`src/rtl/if_stage_if.sv`:
```
// Fetch-stage bus: ROM word port plus the IF/ID handshake toward decode.
// master = fetch stage, slave = the ROM/decode side that consumes it.
interface if_stage_if #(
  parameter int ADDR_WIDTH = 8
);
  logic [ADDR_WIDTH-1:0] o_rom_addr;
  logic [31:0]           i_rom_data;
  logic                  i_ready;
  logic                  i_flush;
  logic                  i_branch_taken;
  logic [31:0]           i_branch_target;
  logic                  o_valid;
  logic [31:0]           o_instr;
  logic [31:0]           o_pc;
  logic [31:0]           o_pc_plus4;
  logic                  o_halted;

  modport master (
    output o_rom_addr, o_valid, o_instr, o_pc, o_pc_plus4, o_halted,
    input  i_rom_data, i_ready, i_flush, i_branch_taken, i_branch_target
  );

  modport slave (
    input  o_rom_addr, o_valid, o_instr, o_pc, o_pc_plus4, o_halted,
    output i_rom_data, i_ready, i_flush, i_branch_taken, i_branch_target
  );
endinterface

```
`src/rtl/if_stage.sv`:
```
// Instruction-fetch stage: owns the PC, addresses the ROM, fills the IF/ID register.
// Optional build macro IF_PERF_CNT_EN adds fetch/bubble performance counters.
module if_stage #(
  parameter int          ADDR_WIDTH = 8,
  parameter logic [31:0] RESET_PC   = 32'h0
) (
  input  logic        i_clk,
  input  logic        i_rst_n,
  if_stage_if.master  bus
`ifdef IF_PERF_CNT_EN
  ,
  output logic [31:0] o_fetch_cnt,
  output logic [31:0] o_bubble_cnt
`endif
);

  typedef enum logic [1:0] {
    BOOT = 2'd0,
    RUN  = 2'd1,
    HALT = 2'd2
  } state_e;

  state_e      state_q;
  logic [31:0] pc_q;
  logic        valid_q;
  logic [31:0] instr_q;
  logic [31:0] id_pc_q;
  logic [31:0] id_pc_plus4_q;

  logic [31:0] target_w;
  logic        pc_in_range;
  logic        target_in_range;
  logic        ld;

  assign target_w        = {bus.i_branch_target[31:2], 2'b00};
  // Anything above the ROM window, including a wrapped PC, halts instead of fetching.
  assign pc_in_range     = (pc_q[31:ADDR_WIDTH+2] == '0);
  assign target_in_range = (target_w[31:ADDR_WIDTH+2] == '0);
  assign ld              = (state_q == RUN) && (!valid_q || bus.i_ready);

  assign bus.o_rom_addr  = pc_q[ADDR_WIDTH+1:2];
  assign bus.o_valid     = valid_q;
  assign bus.o_instr     = instr_q;
  assign bus.o_pc        = id_pc_q;
  assign bus.o_pc_plus4  = id_pc_plus4_q;
  assign bus.o_halted    = (state_q == HALT);

  // NOTE: sequential state uses non-blocking (<=) so every register samples pre-edge values.
  always_ff @(posedge i_clk or negedge i_rst_n) begin
    if (!i_rst_n) begin
      state_q       <= BOOT;
      pc_q          <= RESET_PC;
      valid_q       <= 1'b0;
      instr_q       <= '0;
      id_pc_q       <= '0;
      id_pc_plus4_q <= '0;
    end else begin
      case (state_q)
        BOOT: state_q <= RUN;
        RUN: begin
          if (bus.i_branch_taken) begin
            pc_q    <= target_w;
            valid_q <= 1'b0;
          end else if (bus.i_flush) begin
            valid_q <= 1'b0;
          end else if (ld) begin
            if (pc_in_range) begin
              instr_q       <= bus.i_rom_data;
              id_pc_q       <= pc_q;
              id_pc_plus4_q <= pc_q + 32'd4;
              valid_q       <= 1'b1;
              pc_q          <= pc_q + 32'd4;
            end else begin
              state_q <= HALT;
              valid_q <= 1'b0;
            end
          end
        end
        HALT: begin
          // Only a redirect into the ROM window restarts fetching.
          if (bus.i_branch_taken) begin
            pc_q    <= target_w;
            valid_q <= 1'b0;
            if (target_in_range) state_q <= RUN;
          end
        end
        default: state_q <= BOOT;
      endcase
    end
  end

`ifdef IF_PERF_CNT_EN
  always_ff @(posedge i_clk or negedge i_rst_n) begin
    if (!i_rst_n) begin
      o_fetch_cnt  <= '0;
      o_bubble_cnt <= '0;
    end else begin
      if (valid_q && bus.i_ready)         o_fetch_cnt  <= o_fetch_cnt + 32'd1;
      if ((state_q == RUN) && !valid_q)   o_bubble_cnt <= o_bubble_cnt + 32'd1;
    end
  end
`endif

endmodule

```
`src/flat_wrapper.sv`:
```
// flat-port wrapper written by rule: the top's interface ports become plain ports
module if_stage_flat 
#(
  parameter int          ADDR_WIDTH = 8,
  parameter logic [31:0] RESET_PC   = 32'h0
)
  (i_clk, i_rst_n, bus_o_rom_addr, bus_o_valid, bus_o_instr, bus_o_pc, bus_o_pc_plus4, bus_o_halted, bus_i_rom_data, bus_i_ready, bus_i_flush, bus_i_branch_taken, bus_i_branch_target);
  if_stage_if #(.ADDR_WIDTH(ADDR_WIDTH)) bus_i ();
  input  logic i_clk;
  input  logic i_rst_n;
  output wire logic [$bits(bus_i.o_rom_addr)-1:0] bus_o_rom_addr;
  output wire logic [$bits(bus_i.o_valid)-1:0] bus_o_valid;
  output wire logic [$bits(bus_i.o_instr)-1:0] bus_o_instr;
  output wire logic [$bits(bus_i.o_pc)-1:0] bus_o_pc;
  output wire logic [$bits(bus_i.o_pc_plus4)-1:0] bus_o_pc_plus4;
  output wire logic [$bits(bus_i.o_halted)-1:0] bus_o_halted;
  input wire logic [$bits(bus_i.i_rom_data)-1:0] bus_i_rom_data;
  input wire logic [$bits(bus_i.i_ready)-1:0] bus_i_ready;
  input wire logic [$bits(bus_i.i_flush)-1:0] bus_i_flush;
  input wire logic [$bits(bus_i.i_branch_taken)-1:0] bus_i_branch_taken;
  input wire logic [$bits(bus_i.i_branch_target)-1:0] bus_i_branch_target;
  assign bus_o_rom_addr = bus_i.o_rom_addr;
  assign bus_o_valid = bus_i.o_valid;
  assign bus_o_instr = bus_i.o_instr;
  assign bus_o_pc = bus_i.o_pc;
  assign bus_o_pc_plus4 = bus_i.o_pc_plus4;
  assign bus_o_halted = bus_i.o_halted;
  assign bus_i.i_rom_data = bus_i_rom_data;
  assign bus_i.i_ready = bus_i_ready;
  assign bus_i.i_flush = bus_i_flush;
  assign bus_i.i_branch_taken = bus_i_branch_taken;
  assign bus_i.i_branch_target = bus_i_branch_target;
  if_stage #(.ADDR_WIDTH(ADDR_WIDTH), .RESET_PC(RESET_PC)) u_core (.i_clk(i_clk), .i_rst_n(i_rst_n), .bus(bus_i));
endmodule
```
`config.mk`:
```
export PLATFORM = sky130hd
export DESIGN_NAME = if_stage_flat
export DESIGN_NICKNAME = d
export VERILOG_FILES = /design/src/rtl/if_stage_if.sv /design/src/rtl/if_stage.sv /design/src/flat_wrapper.sv
export SDC_FILE = /design/constraint.sdc
export NUM_CORES = 1
export LEC_CHECK = 0
export BUFFER_PORTS_ARGS = -buffer_cell sky130_fd_sc_hd__buf_2
export CORE_ASPECT_RATIO = 0.75
export CORE_UTILIZATION = 40
export DETAILED_ROUTE_END_ITERATION = 8
export PLACE_DENSITY_LB_ADDON = 0.08
export SYNTH_ARGS = -nofsm -noshare
export SYNTH_HDL_FRONTEND = slang
export SYNTH_SLANG_ARGS = --single-unit
export TNS_END_PERCENT = 100
```
`constraint.sdc`:
```
create_clock -name i_clk -period 3.16 [get_ports i_clk]
set_input_delay 0.316 -clock i_clk [delete_from_list [all_inputs] [get_ports i_clk]]
set_output_delay 0.316 -clock i_clk [all_outputs]
set_load 0.02 [all_outputs]
```
# ---- Yosys cells after proc, flatten, opt, wreduce, memory -nomap -nowiden
# Cells that the tools add are included.
dict set report op_classes {
  n_addsub 1
  n_mul 0
  div 0
  n_lt_le_gt_ge 0
  n_eq_ne 12
  n_shift 0
  muxes 19
  n_bitwise 2
  n_reduce_logical 11
}
# op n
set ops {}
lappend ops {{$mux 32} 5}
lappend ops {{$pmux 32 s2} 1}
lappend ops {{$logic_not 22->1} 2}
lappend ops {{$add 32x3->32 const B} 1}
lappend ops {{$mux 2} 6}
lappend ops {{$reduce_and 5->1} 2}
lappend ops {{$ne 2x1->1 const B} 3}
lappend ops {{$ne 2x2->1 const B} 3}
lappend ops {{$ne 3x2->1 const B} 2}
lappend ops {{$pmux 2 s3} 1}
lappend ops {{$reduce_and 6->1} 1}
lappend ops {{$mux 1} 5}
lappend ops {{$ne 4x3->1 const B} 1}
lappend ops {{$ne 3x3->1 const B} 1}
lappend ops {{$reduce_and 3->1} 1}
lappend ops {{$eq 2x1->1 const B} 1}
lappend ops {{$eq 2x2->1 const B} 1}
lappend ops {{$logic_not 2->1} 1}
lappend ops {{$not 1->1} 2}
lappend ops {{$pmux 1 s2} 1}
lappend ops {{$reduce_bool 2->1} 1}
lappend ops {{$logic_and 1x1->1} 1}
lappend ops {{$logic_not 1->1} 1}
lappend ops {{$logic_or 1x1->1} 1}
dict set report word_totals {
  register_bits 131
  latch_bits 0
  ramBits 0
  rom_bits 0
  input_bits 69
  elab_cells 51
  n_memories 0
}

# ---- Longest topological paths before layout
dict set report logic_depth {
  depth_word 7
  ltp_mapped 10
  depth_no_buf 7
}

# ---- Worst setup path before layout
# No wires, ideal clock.
dict set report synth_timing {
  path_kind {reg2reg}
  startpoint {reg u_core.state_q[0]}
  endpoint {reg u_core.pc_q[6]}
  setup_ns 0.130
  arrival_time_ns 2.065
  required_ns 3.030
  setup_slack_ns 0.965
  stages_incl_launch_ff 9
  period_less_slack_ns 2.195
  path_cell_list {dfrtp_1 -> inv_1 -> ha_1 -> clkbuf_1 -> or3_1 -> o31a_1 -> nor2_1 -> buf_2 -> a31oi_1}
}
dict set report synth_via {
  word_cells_on_any_way 10
  classes_between {eq/ne: 6; mux: 1; reduce/logical: 3}
}
# element line_no
set synth_lines {}
lappend synth_lines {{start: declaration} if_stage.sv:23} ;# state_e state_q;
lappend synth_lines {{start signal: assignment} if_stage.sv:51} ;# state_q <= BOOT;
lappend synth_lines {{start signal: assignment} if_stage.sv:59} ;# BOOT: state_q <= RUN;
lappend synth_lines {{start signal: assignment} if_stage.sv:74} ;# state_q <= HALT;
lappend synth_lines {{$eq 2x2->1 *} -}
lappend synth_lines {{net bus_o_halted} flat_wrapper.sv:16} ;# output wire logic [$bits(bus_i.o_halted)-1:0] bus_o_halted;
lappend synth_lines {{$ne 2x1->1 (no source line) or $reduce_bool 2->1 (tied branches)} -}
lappend synth_lines {{$reduce_and 5->1 (no source line)} -}
lappend synth_lines {{end signal: assignment} if_stage.sv:62} ;# pc_q <= target_w;
lappend synth_lines {{end signal: assignment} if_stage.sv:72} ;# pc_q <= pc_q + 32'd4;
lappend synth_lines {{end signal: assignment} if_stage.sv:82} ;# pc_q <= target_w;
lappend synth_lines {{end: declaration} if_stage.sv:24} ;# logic [31:0] pc_q;
# Mark *: on every way through the listed nets, which the timed path passes. The rest lies on a longest branch.
# A chain may end at the register's enable or synchronous reset.

# ---- Worst setup path in the final report
dict set report layout_timing {
  startpoint {reg u_core.state_q[0]}
  endpoint {reg u_core.pc_q[6]}
}
dict set report layout_via {
  elab_chain_cells 4
  word_cells_on_any_way 10
  classes_between {eq/ne: 6; mux: 1; reduce/logical: 3}
}
# element line_no
set layout_rtl {}
lappend layout_rtl {{$eq 2x1->1} {if_stage.sv:39, if_stage.sv:58}}
lappend layout_rtl {{$logic_and 1x1->1} if_stage.sv:39} ;# assign ld = (state_q == RUN) && (!valid_q || bus.i_ready);
lappend layout_rtl {{$ne 3x2->1 (no source line)} -}
lappend layout_rtl {{$reduce_and 5->1 (no source line)} -}
# Parallel ways exist; a longest one is shown, timed or not.

==> results.toml <==
[clocking]
cts_sinks = 125
post-cts-setup-buffers = 0
cts_root_buffer = "clkbuf_16"
cts.repair.resized = 0
clkTransAtPathRegs_ps = 60
clockBufferDepth = 2
cts_hold_buffers = 0
tritoncts = "done"
insertion_delay_ps = 410
numCtsBuffers = 17
ctsHtreeMaxLevel = 4

[drt]
drc = 0
drt-initial-drc-count = 374
ant_nets = 0
post_drt_wl_per_cell_um = 17.8
num_vias = 4748
firstDrtPassIters = 5
drt_wl_total_mm = 15.8
vias_per_cell = 5.33

[synth]
synthCells = 523
yosysMostFrequentCell = "dfrtp_1"
dominantRegCellSynth = "dfrtp_1"
synth_cell_type_count = 51
synth_area_leaders = "dfrtp_1 53%, mux2_4 11%, and2_1 4.6%, a31oi_1 2.7%, nand2_1 2.2%"
synth_top_area_cell = "dfrtp_1"
avgSynthCellArea_um2 = 11.4
synth_top_area_frac = 0.527
synth-edff-count = 0
syn-cell-area_um2 = 5940
async_reset_ff_frac = 1.00
ys_seq_area_frac = 0.527
ys_top_cells_by_count = "125 x dfrtp_1, 44 x and2_1, 42 x mux2_4, 35 x nand2_1, 26 x a31oi_1"
yosysWarnings = 0
ys_ff_latch = 125

[setup_path]
crit_type = "flip-flop to flip-flop"
cp-start-kind = "flip-flop"
critPathCaptureType = "flip-flop"
crit_arrival_ps = 2760
cp_max_fo = 13
required_ps = 3440
r2r_slack_ps = 680

[die]
dieArea_um2 = 15300
die_w_um = 143
die_h_um = 108
initial_core_util = 0.409
core-area_um2 = 14500
core.rowCount = 38
ioPinCount = 175

[power]
ir_drop_mv = 0.365
p_per_area_nw_per_um2 = 786
leakagePower_nw = 3.84

[global_routing]
grt_pass1_vias = 4653
antenna_found_initial = 0
grt_max_degree = 100
grt_pass1_wl_mm = 25.1
grt_util_all_layers = 0.217
overflow = 0

[outcome]
status = "complete, but fails checks"
violations = "hold timing"

[finish]
final_cells = 890
antenna_cells = 0
layout-drive-gt1-share = 0.387
area_growth_pct = 26.1
nFillCells = 1313
nets = 750

[sta]
final-hold-violation-count = 27
setup_violations = 0
tns_ps = 0
fin_crit_sh = 0.784
holdWs_ps = -18.6
rsz0062_at_grt = "no"
min_period_ps = 2480
slew_headroom = 0.485
max_freq_mhz = 403
slew_viol_final = 0
fin_worst_skew_ps = 6.78
worst_slew_pin_slew_ps = 772

[place]
routabilityCongestion = 0.917
dp.cells = 858
port_buffers = 168
post-dp-hpwl_mm = 10.7

[min_path]
hold_path_class = "input pin to asynchronous set/reset pin"

[job]
drv_cap = 0
-- sequential cells by signal (all words and copies together) (netlist names) --
name                   cells
u_core.bus.o_pc           30
u_core.bus.o_valid         1
u_core.bus.o_pc_plus4     30
u_core.bus.o_instr        32
u_core.state_q             2
u_core.pc_q               30
-- layout make-up --
class	instances	area, um2	area share
Multi-Input combinational cell	342	2450	0.328
Inverter	11	41.3	0.00551
Clock buffer	18	439	0.0586
Sequential cell	125	3130	0.418
Tap cell	200	250	0.0334
Clock inverter	14	205	0.0274
Timing Repair Buffer	180	971	0.130
-- where the power goes --
part / total, mW / internal, mW / switching (mW)
registers: 2.22 / 1.83 / 0.399
logic: 1.53 / 0.573 / 0.962
clock network: 2.12 / 1.36 / 0.767
-- cells in the final DEF, fill, tap and decap left out, types with 7 or more instances in the layout --
cell	instances
nand4_1	12
nand2_1	35
a21oi_1	21
mux2_4	42
o21ai_0	24
and2_1	44
o22ai_1	11
nor4_1	13
o31ai_1	7
dfrtp_1	125
buf_2	167
nand3_1	13
a31oi_1	26
nor2_1	14
inv_1	10
nor3_1	12
buf_4	10
clkbuf_16	17
-- layer usage --
| layer | vias up | wire [um] | GRT usage |
|---|---|---|---|
| met5 | - | 0 | 0 |
| met4 | 0 | 131 | 0.0591 |
| met3 | 9 | 1490 | 0.0743 |
| met2 | 211 | 6750 | 0.317 |
| met1 | 2339 | 7450 | 0.304 |
| li1 | 2189 | - | - |
-- worst max-delay path, stage by stage (launching register included) --
cell	delay [ps]
dfrtp_1	380
inv_1	80
ha_1	340
or3_1	490
o31a_1	460
nor2_1	230
buf_4	250
a31oi_1	120
-- worst paths after layout --
kind / from / depth (start not counted) / endpoint
worst max-delay path: u_core.state_q[0] / 7 / u_core.pc_q[6]
worst min-delay path: i_rst_n / 1 / u_core.bus.o_instr[7]
worst max register to register: u_core.state_q[0] / 7 / u_core.pc_q[6]
worst min register to register: u_core.bus.o_pc[24] / 1 / u_core.bus.o_pc[24]
max in group asynchronous: i_rst_n / 2 / u_core.pc_q[5]
min in group i_clk: bus_i_rom_data[24] / 2 / u_core.bus.o_instr[24]
-- logic make-up (layout without fill, tap and decap cells) --
| family | count (synthesis) | in the layout | synth area share |
|---|---|---|---|
| fa+ha+maj | 4 | 4 | 0.00843 |
| xor+xnor | 7 | 7 | 0.0103 |
| other cells | 1 | 4 | 0.000632 |
| simple gates | 165 | 165 | 0.156 |
| flops | 125 | 125 | 0.527 |
| compound gates | 120 | 120 | 0.129 |
| buf+inv | 59 | 223 | 0.0630 |
| mux | 42 | 42 | 0.106 |
-- stage by stage --
| stage | setup WS, ps | util | instance area (um2) | hold slack (ps) | total power [mW] |
|---|---|---|---|---|---|
| 2_1_floorplan | 965 | - | 5950 | 20.4 | 3.28 |
| 3_3_place_gp | 728 | 0.472 | 6840 | 440 | 3.71 |
| 3_5_place_dp | 714 | 0.472 | 6840 | 447 | 3.76 |
| 4_1_cts | 689 | 0.516 | 7490 | 1.60 | 5.91 |
| 5_1_grt | 536 | 0.516 | 7490 | 42.5 | 6.19 |
| 6_report | 681 | 0.516 | 7490 | -18.6 | 5.88 |
(Power assumes the default switching activity.)
